<file path="config.mk">
export PLATFORM = sky130hd
export DESIGN_NAME = midi_rx_parser
export DESIGN_NICKNAME = d
export VERILOG_FILES = /design/src/rtl/midi_rx_parser.sv
export SDC_FILE = /design/constraint.sdc
export NUM_CORES = 1
export LEC_CHECK = 0
export CAP_MARGIN = 20
export CELL_PAD_IN_SITES_DETAIL_PLACEMENT = 1
export CELL_PAD_IN_SITES_GLOBAL_PLACEMENT = 2
export CORE_ASPECT_RATIO = 2
export CORE_MARGIN = 2
export CORE_UTILIZATION = 33
export DETAILED_ROUTE_END_ITERATION = 8
export GPL_ROUTABILITY_DRIVEN = 0
export PLACE_DENSITY = 0.65
export SLEW_MARGIN = 20
export SYNTH_ARGS = -nofsm -noshare
export SYNTH_HDL_FRONTEND = slang
export SYNTH_SLANG_ARGS = --single-unit
export TNS_END_PERCENT = 20
</file>
<file path="constraint.sdc">
create_clock -name CLOCK_25 -period 5.1 [get_ports CLOCK_25]
set_clock_uncertainty 0.2 [all_clocks]
set_input_delay 0.51 -clock CLOCK_25 [delete_from_list [all_inputs] [get_ports CLOCK_25]]
set_output_delay 0.51 -clock CLOCK_25 [all_outputs]
set_load 0.05 [all_outputs]
</file>
<file path="src/rtl/midi_rx_parser.sv">
// midi_rx_parser: MIDI receive front end.
//   2-FF synchroniser -> oversampling UART -> running-status parser ->
//   channel filter -> message FIFO with valid/ready head. Realtime bytes
//   (F8h..FFh) bypass the FIFO on sys_real/sys_real_dat.
// Optional feature macro: MIDI_VEL0_NOTEOFF_EN (note-on with velocity 0 is
//   rewritten to note-off with velocity 40h before it enters the FIFO).
module midi_rx_parser #(
    parameter int CLK_HZ     = 25000000,
    parameter int BAUD       = 31250,
    parameter int FIFO_DEPTH = 8,
    parameter int CH_MASK_W  = 16
) (
    input  logic                          CLOCK_25,
    input  logic                          iRST_N,
    input  logic                          midi_rxd,
    input  logic [CH_MASK_W-1:0]          ch_mask,
    output logic                          msg_valid,
    input  logic                          msg_ready,
    output logic [7:0]                    msg_status,
    output logic [6:0]                    msg_data1,
    output logic [6:0]                    msg_data2,
    output logic                          sys_real,
    output logic [7:0]                    sys_real_dat,
    output logic                          framing_err,
    output logic                          overflow,
    output logic [$clog2(FIFO_DEPTH):0]   fifo_level
);

    localparam int DIV  = CLK_HZ / BAUD;
    localparam int HALF = DIV / 2;
    localparam int CW   = $clog2(DIV);
    localparam int AW   = $clog2(FIFO_DEPTH);

    typedef enum logic [1:0] {U_IDLE, U_START, U_DATA, U_STOP} uart_state_t;
    typedef enum logic [1:0] {P_IDLE, P_RUN, P_SYSEX} parse_state_t;

    // ------------------------------------------------------------------
    // Input synchroniser; [1] is the usable line, [2] its previous value
    // for falling-edge detection. Resets to the idle (high) level.
    // ------------------------------------------------------------------
    logic [2:0] rxd_sync;
    logic       rxd_s;
    logic       rxd_prev;

    // Shift the asynchronous line through the synchroniser chain
    always_ff @(posedge CLOCK_25 or negedge iRST_N) begin
        if (!iRST_N) rxd_sync <= 3'b111;
        else         rxd_sync <= {rxd_sync[1:0], midi_rxd};
    end

    assign rxd_s    = rxd_sync[1];
    assign rxd_prev = rxd_sync[2];

    // ------------------------------------------------------------------
    // UART receiver
    // ------------------------------------------------------------------
    uart_state_t u_state, u_next;
    logic [CW-1:0] timer;
    logic [2:0]    bit_idx;
    logic [7:0]    shift;
    logic          half_hit, full_hit;
    logic          byte_done;

    assign half_hit = (timer == CW'(HALF - 1));
    assign full_hit = (timer == CW'(DIV - 1));

    // UART next-state and stop-bit decisions
    always_comb begin
        // NOTE: every output of this block gets a default first so no latch is inferred.
        u_next      = u_state;
        byte_done   = 1'b0;
        framing_err = 1'b0;
        unique case (u_state)
            U_IDLE:  if (rxd_prev && !rxd_s) u_next = U_START;
            U_START: if (half_hit) u_next = rxd_s ? U_IDLE : U_DATA;
            U_DATA:  if (full_hit && bit_idx == 3'd7) u_next = U_STOP;
            U_STOP: begin
                if (full_hit) begin
                    u_next = U_IDLE;
                    if (rxd_s) byte_done   = 1'b1;
                    else       framing_err = 1'b1;
                end
            end
            default: u_next = U_IDLE;
        endcase
    end

    // UART state register, bit timer and LSB-first shift register
    always_ff @(posedge CLOCK_25 or negedge iRST_N) begin
        // NOTE: sequential state uses non-blocking assignments so all registers update together.
        if (!iRST_N) begin
            u_state <= U_IDLE;
            timer   <= '0;
            bit_idx <= '0;
            shift   <= '0;
        end else begin
            u_state <= u_next;
            if (u_state == U_IDLE || u_next != u_state || (u_state == U_DATA && full_hit))
                timer <= '0;
            else
                timer <= timer + CW'(1);
            if (u_state == U_START)
                bit_idx <= '0;
            if (u_state == U_DATA && full_hit) begin
                shift   <= {rxd_s, shift[7:1]};
                bit_idx <= bit_idx + 3'd1;
            end
        end
    end

    // ------------------------------------------------------------------
    // Running-status parser and channel filter
    // ------------------------------------------------------------------
    parse_state_t p_state, p_next;
    logic [7:0]  run_status;
    logic        have_d1;
    logic [6:0]  d1_hold;
    logic        two_data;
    logic        is_data;
    logic        msg_done;
    logic [7:0]  m_status;
    logic [6:0]  m_d1, m_d2;
    logic [15:0] mask_ext;
    logic        accept;
    logic        push;
    logic [21:0] push_word;

    assign two_data = !(run_status[7:4] == 4'hC || run_status[7:4] == 4'hD);
    assign is_data  = byte_done && !shift[7] && (p_state == P_RUN);
    assign msg_done = is_data && (!two_data || have_d1);

    // Parser next state: realtime bytes leave it untouched
    always_comb begin
        p_next = p_state;
        if (byte_done && shift < 8'hF8) begin
            if (shift >= 8'hF0)  p_next = (shift == 8'hF0) ? P_SYSEX : P_IDLE;
            else if (shift[7])   p_next = P_RUN;
        end
    end

    // Assemble the completed message and decide whether the channel passes
    always_comb begin
        m_status = run_status;
        m_d1     = two_data ? d1_hold : shift[6:0];
        m_d2     = two_data ? shift[6:0] : 7'd0;
`ifdef MIDI_VEL0_NOTEOFF_EN
        if (run_status[7:4] == 4'h9 && m_d2 == 7'd0) begin
            m_status = {4'h8, run_status[3:0]};
            m_d2     = 7'h40;
        end
`endif
        mask_ext                = '0;
        mask_ext[CH_MASK_W-1:0] = ch_mask;
        accept                  = mask_ext[run_status[3:0]];
    end

    // Parser registers, FIFO push request and realtime output
    always_ff @(posedge CLOCK_25 or negedge iRST_N) begin
        if (!iRST_N) begin
            p_state      <= P_IDLE;
            run_status   <= '0;
            have_d1      <= 1'b0;
            d1_hold      <= '0;
            push         <= 1'b0;
            push_word    <= '0;
            sys_real     <= 1'b0;
            sys_real_dat <= '0;
        end else begin
            p_state  <= p_next;
            push     <= msg_done && accept;
            sys_real <= byte_done && (shift >= 8'hF8);
            if (msg_done)
                push_word <= {m_status, m_d1, m_d2};
            if (byte_done && shift >= 8'hF8)
                sys_real_dat <= shift;
            if (byte_done && shift[7] && shift < 8'hF0) begin
                run_status <= shift;
                have_d1    <= 1'b0;
            end else if (byte_done && shift[7] && shift < 8'hF8) begin
                run_status <= '0;
                have_d1    <= 1'b0;
            end else if (is_data) begin
                if (msg_done) begin
                    have_d1 <= 1'b0;
                end else begin
                    d1_hold <= shift[6:0];
                    have_d1 <= 1'b1;
                end
            end
        end
    end

    // ------------------------------------------------------------------
    // Message FIFO
    // ------------------------------------------------------------------
    logic [21:0] mem [FIFO_DEPTH];
    logic [AW:0] wr_ptr, rd_ptr;
    logic        full, pop, do_push;
    logic [21:0] head;

    assign fifo_level = wr_ptr - rd_ptr;
    assign full       = (fifo_level == (AW+1)'(FIFO_DEPTH));
    assign msg_valid  = (fifo_level != '0);
    assign pop        = msg_valid && msg_ready;
    assign do_push    = push && (!full || pop);

    // Message storage write port
    always_ff @(posedge CLOCK_25) begin
        // NOTE: storage has no reset; pointers alone define what is valid.
        if (do_push) mem[wr_ptr[AW-1:0]] <= push_word;
    end

    // FIFO pointers and overflow pulse
    always_ff @(posedge CLOCK_25 or negedge iRST_N) begin
        if (!iRST_N) begin
            wr_ptr   <= '0;
            rd_ptr   <= '0;
            overflow <= 1'b0;
        end else begin
            if (do_push) wr_ptr <= wr_ptr + (AW+1)'(1);
            if (pop)     rd_ptr <= rd_ptr + (AW+1)'(1);
            overflow <= push && full && !pop;
        end
    end

    assign head       = mem[rd_ptr[AW-1:0]];
    assign msg_status = msg_valid ? head[21:14] : 8'd0;
    assign msg_data1  = msg_valid ? head[13:7]  : 7'd0;
    assign msg_data2  = msg_valid ? head[6:0]   : 7'd0;

endmodule

</file>
Word level (Yosys, flattened, before mapping)
Memories as Yosys holds them, arrays and structs flattened.
Cells that the tools add are included.

word-level totals
  memories = 1
  bits in writable memories = 176
  bits in registers = 85
  word-level logic and storage cells = 108
  input port bits = 20
  output and inout bits = 38

memories
  name  depth  width  read ports  clocked after memory_dff  write ports  RTL line  text
  mem   8      22     1           0                         1            196       logic [21:0] mem [FIFO_DEPTH];

cells by class
  muxes and demuxes = 33
  add/sub/neg operators = 5
  bitwise logic cells = 3
  equality and inequality tests = 12
  reduce and logical (&&, ||, !) cells = 33
  magnitude comparators = 5

operator list
  operator               number
  $mux 7                 4
  $mux 8                 3
  $ge 8x8->1 const B     2
  $logic_and 1x1->1      16
  $lt 8x8->1 const B     2
  $mux 2                 8
  $mux 1                 13
  $eq 4x4->1 const B     3
  $add 10x1->10 const B  1
  $eq 10x10->1 const B   1
  $eq 10x9->1 const B    1
  $mux 10                1
  $add 4x1->4 const B    2
  $eq 8x8->1 const B     1
  $pmux 2 s4             1
  $mux 3                 2
  $reduce_bool 2->1      3
  $logic_or 1x1->1       5
  $lt 4x5->1 const B     1
  $bmux 1 s4             1
  $eq 2x1->1 const B     2
  $eq 2x2->1 const B     2
  $logic_not 1->1        4
  $reduce_and 4->1       1
  9 further kinds        11

Logic depth before layout (Yosys ltp)
  depth in word-level cells = 10
  gate-level depth with buffers = 10
  gate-level depth less buffers = 8

Worst setup path after synthesis
No wires, ideal clock.

  path kind = register to register
  start point = reg wr_ptr[0]
  end point = mem mem[2][0], enable pin
  library setup time = 465 ps
  path slack = -73 ps
  data required time = 4435 ps
  path buffers = 1
  stages on the path, launching flop included = 10
  arrival time = 4508 ps
  clock period less this slack = 5173 ps
  cell sequence = dfrtp_1 clkbuf_1 inv_1 ha_1 fa_1 xor2_1 inv_1 nor3_2 o21a_1 nor4b_1

between the ends
  cells in the longest elaborated chain, start to end = 7
  elaborated cells between the ends (all ways) = 9
  classes of those cells = 1 x add/sub; 1 x eq/ne; 2 x mux; 5 x reduce/logical

RTL lines
  what                                                         RTL line  text
  start, declared                                              197       logic [AW:0] wr_ptr, rd_ptr;
  start signal, assigned                                       220       if (do_push) wr_ptr <= wr_ptr + (AW+1)'(1);
  $sub 4x4->4 (*)                                              201       assign fifo_level = wr_ptr - rd_ptr;
  via fifo_level[2]                                            26        output logic [$clog2(FIFO_DEPTH):0] fifo_level
  $eq 4x4->1 / $reduce_bool 4->1 (equally long branches)       202, 203
  $logic_not 1->1 / $logic_and 1x1->1 (equally long branches)  205, 204
  $logic_or 1x1->1 (*)                                         205       assign do_push = push && (!full || pop);
  $logic_and 1x1->1 (*)                                        205
  $mux 1 (*)                                                   210       if (do_push) mem[wr_ptr[AW-1:0]] <= push_word;
  $mux 1 (not written as such) (*)                             210
  end, declared                                                196

The timed path passes the listed nets; every way through them passes the cells marked *.

Worst setup path in the final report
  start point = reg wr_ptr[0]
  end point = out msg_data1[3]

between the ends
  cells in the longest elaborated chain, start to end = 3

RTL lines
  what               RTL line  text
  $sub 4x4->4        201
  $reduce_bool 4->1  203       assign msg_valid = (fifo_level != '0);
  $mux 7             228       assign msg_data1 = msg_valid ? head[13:7] : 7'd0;
  end, declared      20        output logic [6:0] msg_data1,

Every way passes these cells.

==> results <==
- The run finished with clean final reports.
- The layout-stage area growth over the synthesis result is 18.3%.
- The number of clock sinks seen by CTS is 261.
- The worst hold-check path type is flop to flop.
- For the finished layout, the period the worst path requires is 3930 ps.
- The number of pins exceeding their max-slew limit in the final report was 0.
- The number of buffers inserted during clock tree synthesis is 25.
- The async set or reset register ratio after synthesis is 32.6%.
- Of all cell types, the one taking the most synthesized area is sky130_fd_sc_hd__edfxtp_1.
- The depth of the worst register-to-register path is 9.
- In the synthesized netlist, the cells that appear most often are sky130_fd_sc_hd__edfxtp_1, sky130_fd_sc_hd__dfrtp_1, sky130_fd_sc_hd__nand2_1.
- The worst setup path is of the flop to output port kind.
- Data arrives at the worst endpoint at 3220 ps.
- Per report_power, the combinational group accounts for 29.6% of the total.
- The share of synthesized area in the top cell type comes to 49.1%.
- The share of power burned in the clock network is 32.8%.
- The effective utilization at floorplan is 33.4%.
- The termination of the worst setup path is msg_data1[3].
- The via count of the first global-routing pass is 6696.
- Using the TritonRoute via totals, the vias-per-cell ratio works out to 5.02.
- The footprint of the multi-input gates is 3170 um2.
- The post-placement cell area is 11800 um2.
- The buffer count from post-CTS setup fixing is 0.
- The number of antenna violations at the first check in global routing is 0.
- The number of warnings printed during yosys synthesis is 0.
- Registers take 7420 um2.
- The CTS clock-pin slew for the worst setup and hold paths is 70 ps.
- The total of max-cap violations is 0.
- The start point of the critical path is wr_ptr[0].
- The type of origin of the critical path is a flop.
- The number of rows created at floorplan is 93.
- Global routing consumed, on the met2 layer, 30.4% of the routing resources.
- The overall routed net length is 24.7 mm.
- The net switching power figure is 2070 uW.
- The number of antenna diodes in the final layout is 0.
- For this run, design rule violations remaining after detail routing come to 0.
- In this run the number of H-tree levels came out at 1.
- The root buffer cell is sky130_fd_sc_hd__clkbuf_16.
- After filler insertion, the fill cell instance count of the layout stands at 3211.
- The static leakage power is 0.00459 uW.
- At the later pin of the worst-skew pair, clock insertion delay measures 520 ps.
- After synthesis, the mean cell area works out to 16.7 um2.
- Of the synthesized area, sequential elements account for 68.8%.
- The internal power summed over all cells is 4140 uW.
- The clock tree from TritonCTS is done.
- The core outline area is 32200 um2.
- For flop-to-flop paths, the worst setup slack is 1500 ps.
- The post-CTS resize count is 0.
- The placed wire-length estimate after detailed placement is 16.5 mm.
- The total non-filler cell area in the finished layout is 12700 um2.
- The number of standard cells after synthesis is 645.
- The number of top-level pins is 58.
- The clock tree buffer depth is 3.
- Ranked by total cell area, the synthesized netlist is headed by sky130_fd_sc_hd__edfxtp_1, sky130_fd_sc_hd__dfrtp_1, sky130_fd_sc_hd__mux4_2.
- The switching power as a share of total power is 33.3%.
- The mapped netlist covers 10800 um2.
- The most frequent cell after synthesis is sky130_fd_sc_hd__edfxtp_1.
- The netlist uses 61 different library cells.
- The floorplan step defined a die boundary enclosing 34200 um2.
- In the final routed layout, each cell accounts on average for 21.3 um.
- The global routing usage on met1 is 15.2%.
- The power per standard cell area is 487 nW/um2.
- Global routing used 14.9% of the available tracks.
- The final number of setup-violating endpoints is 0.
- The critical register-to-register path startpoint is wr_ptr[0].
- The post-route netlist has 27.5% of its cells at a drive strength greater than 1.
- The critical path required time is 4390 ps.
- The most frequently used flop master after synthesis is sky130_fd_sc_hd__edfxtp_1.
- The final layout contains 745 nets.
- The width of the chip is 132 um.
- The worst-margin pin slew is 942 ps.
- The top fanout value on the critical path is 11.
- The largest net degree at the start of global routing is 49.
- In this run the tool buffered the top-level ports with 57 buffer cells.
- Counting flops and latches in the post-synthesis netlist gives 261.
- The number of enable flip-flop cells after synthesis is 176.
- The first global-routing pass estimated 39.2 mm of wire.
- The utilization after layout is 39.5%.
- The global-route layer with the greatest usage is met2.
- Per report_power, the sequential group accounts for 37.7% of the total.
- The number of nets produced by synthesis is 674.
- The final critical-path share of the clock period is 77.0%.
- The setup TNS is 0 ps.
- The die outline height is 260 um.
- The hold violation count in the final report is 0.
- The DRC marker count from the first detailed-route iteration is 221.
- IR analysis of the VDD net gives a maximum drop of 0.000492 V.
- The worst pin sits at a relative slew slack of 37.2%.
- Across all layers, the routed design uses 5833 vias.
- The total chip power is 6200 uW.
- The worst register-to-register path ends at mem[1][6].
- The worst setup path is captured at an output port.
- In this run the remaining antenna-violating nets after routing total 0.
- The highest clock frequency the design can meet is 0.255 GHz.
- The remaining global-route overflow is 0.
- In the global route stage, met3 resource usage came out at 1.89%.
- Before antenna repair, the detailed router went through 5 iterations.
- Setup repair after global routing left no endpoint under its margin.
[layout by cell type, fill, tap and decap left out, drive strengths merged, types with 3 or more instances in the layout]
cell type and count:
clkinv 4, ha 8, mux2i 7, clkdlybuf4s50 33
nand3 7, and4 4, o211ai 6, mux2 41
a21oi 29, o21ai 5, dfrtp 82, a22o 9
bufinv 5, mux4 49, nor2b 5, or2 6
nand2 67, inv 19, and3 5, xor2 6
nor3 8, clkbuf 33, nand3b 4, edfxtp 176
nor4 5, and2 3, dfstp 3, buf 41
nand4 11, nor2 17, xnor2 5, nor4b 3
[cell families (layout without fill, tap and decap cells)]
group                    after synthesis  in the layout  synth area share (%)
multiplexers                          97             97                  15.2
XOR/XNOR                              11             11                 0.894
adder cells (fa/ha/maj)                9              9                  1.12
AND/OR/NAND/NOR                      150            150                  7.56
AO/OA/AOI/OAI                         68             68                  4.22
buffers and inverters                 49            138                  2.15
flip-flops                           261            261                  68.8
[final cells by class]
cell class | instances | area share, %
Sequential cell | 261 | 58.2
Clock buffer | 33 | 5.56
Tap cell | 427 | 4.19
Inverter | 18 | 0.530
Multi-Input combinational cell | 335 | 24.9
Timing Repair Buffer | 75 | 5.09
Clock inverter | 12 | 1.57
[state kept, by name, summed over array words and instances, names as in the netlist, 4 cells and up]
| signal | count |
|---|---|
| mem | 176 |
| push_word | 22 |
| timer | 10 |
| m_status | 8 |
| shift | 8 |
| sys_real_dat | 8 |
| d1_hold | 7 |
| rd_ptr | 4 |
| wr_ptr | 4 |
[how the worst min path moves through the flow]
stage,from,endpoint,cells after the start
2_1_floorplan,iRST_N,bit_idx[0],0
3_3_place_gp,rxd_sync[0],rxd_sync[1],0
3_5_place_dp,rxd_sync[0],rxd_sync[1],0
4_1_cts,rxd_sync[0],rxd_sync[1],0
5_1_grt,rxd_sync[0],rxd_sync[1],0
6_report,rxd_sync[0],rxd_sync[1],0
[worst max-delay path: stages, from the launching register on]
cell,delay (ps)
sky130_fd_sc_hd__dfrtp_1,600
sky130_fd_sc_hd__inv_1,190
sky130_fd_sc_hd__ha_1,270
sky130_fd_sc_hd__fa_1,380
sky130_fd_sc_hd__xor2_1,270
sky130_fd_sc_hd__nand3_1,210
sky130_fd_sc_hd__nor3_2,210
sky130_fd_sc_hd__buf_4,240
sky130_fd_sc_hd__a21oi_1,100
sky130_fd_sc_hd__buf_4,210
[what timing repair did]
action	in CTS	in global routing
endpoints found under the hold margin	35	0
endpoints found under the setup margin	0	0
hold buffers	1	0
[per-stage QoR]
step | worst slack (ps) | cells | hold slack [ps]
global placement | 1690 | 1115 | 148
global route | 902 | 1161 | 165
detailed placement | 1570 | 1115 | 149
finish | 1170 | 1161 | 157
CTS | 1130 | 1161 | 159
floorplan | -72.8 | 645 | 14.4
[power by group through the flow]
stage          sequential, uW  clock (uW)  combinational, uW
5_1_grt                  2340        2160               1970
3_5_place_dp             2380           0               1880
6_report                 2340        2030               1830
4_1_cts                  2340        2090               1880
2_1_floorplan            2370           0               1330
3_3_place_gp             2380           0               1850
[layer usage]
metal	routed length, um	up-vias
met3	631	37
met5	0	-
met2	14600	89
met4	637	0
li1	-	2626
met1	8890	3081
No activity file was read; power rests on OpenSTA's default activity.
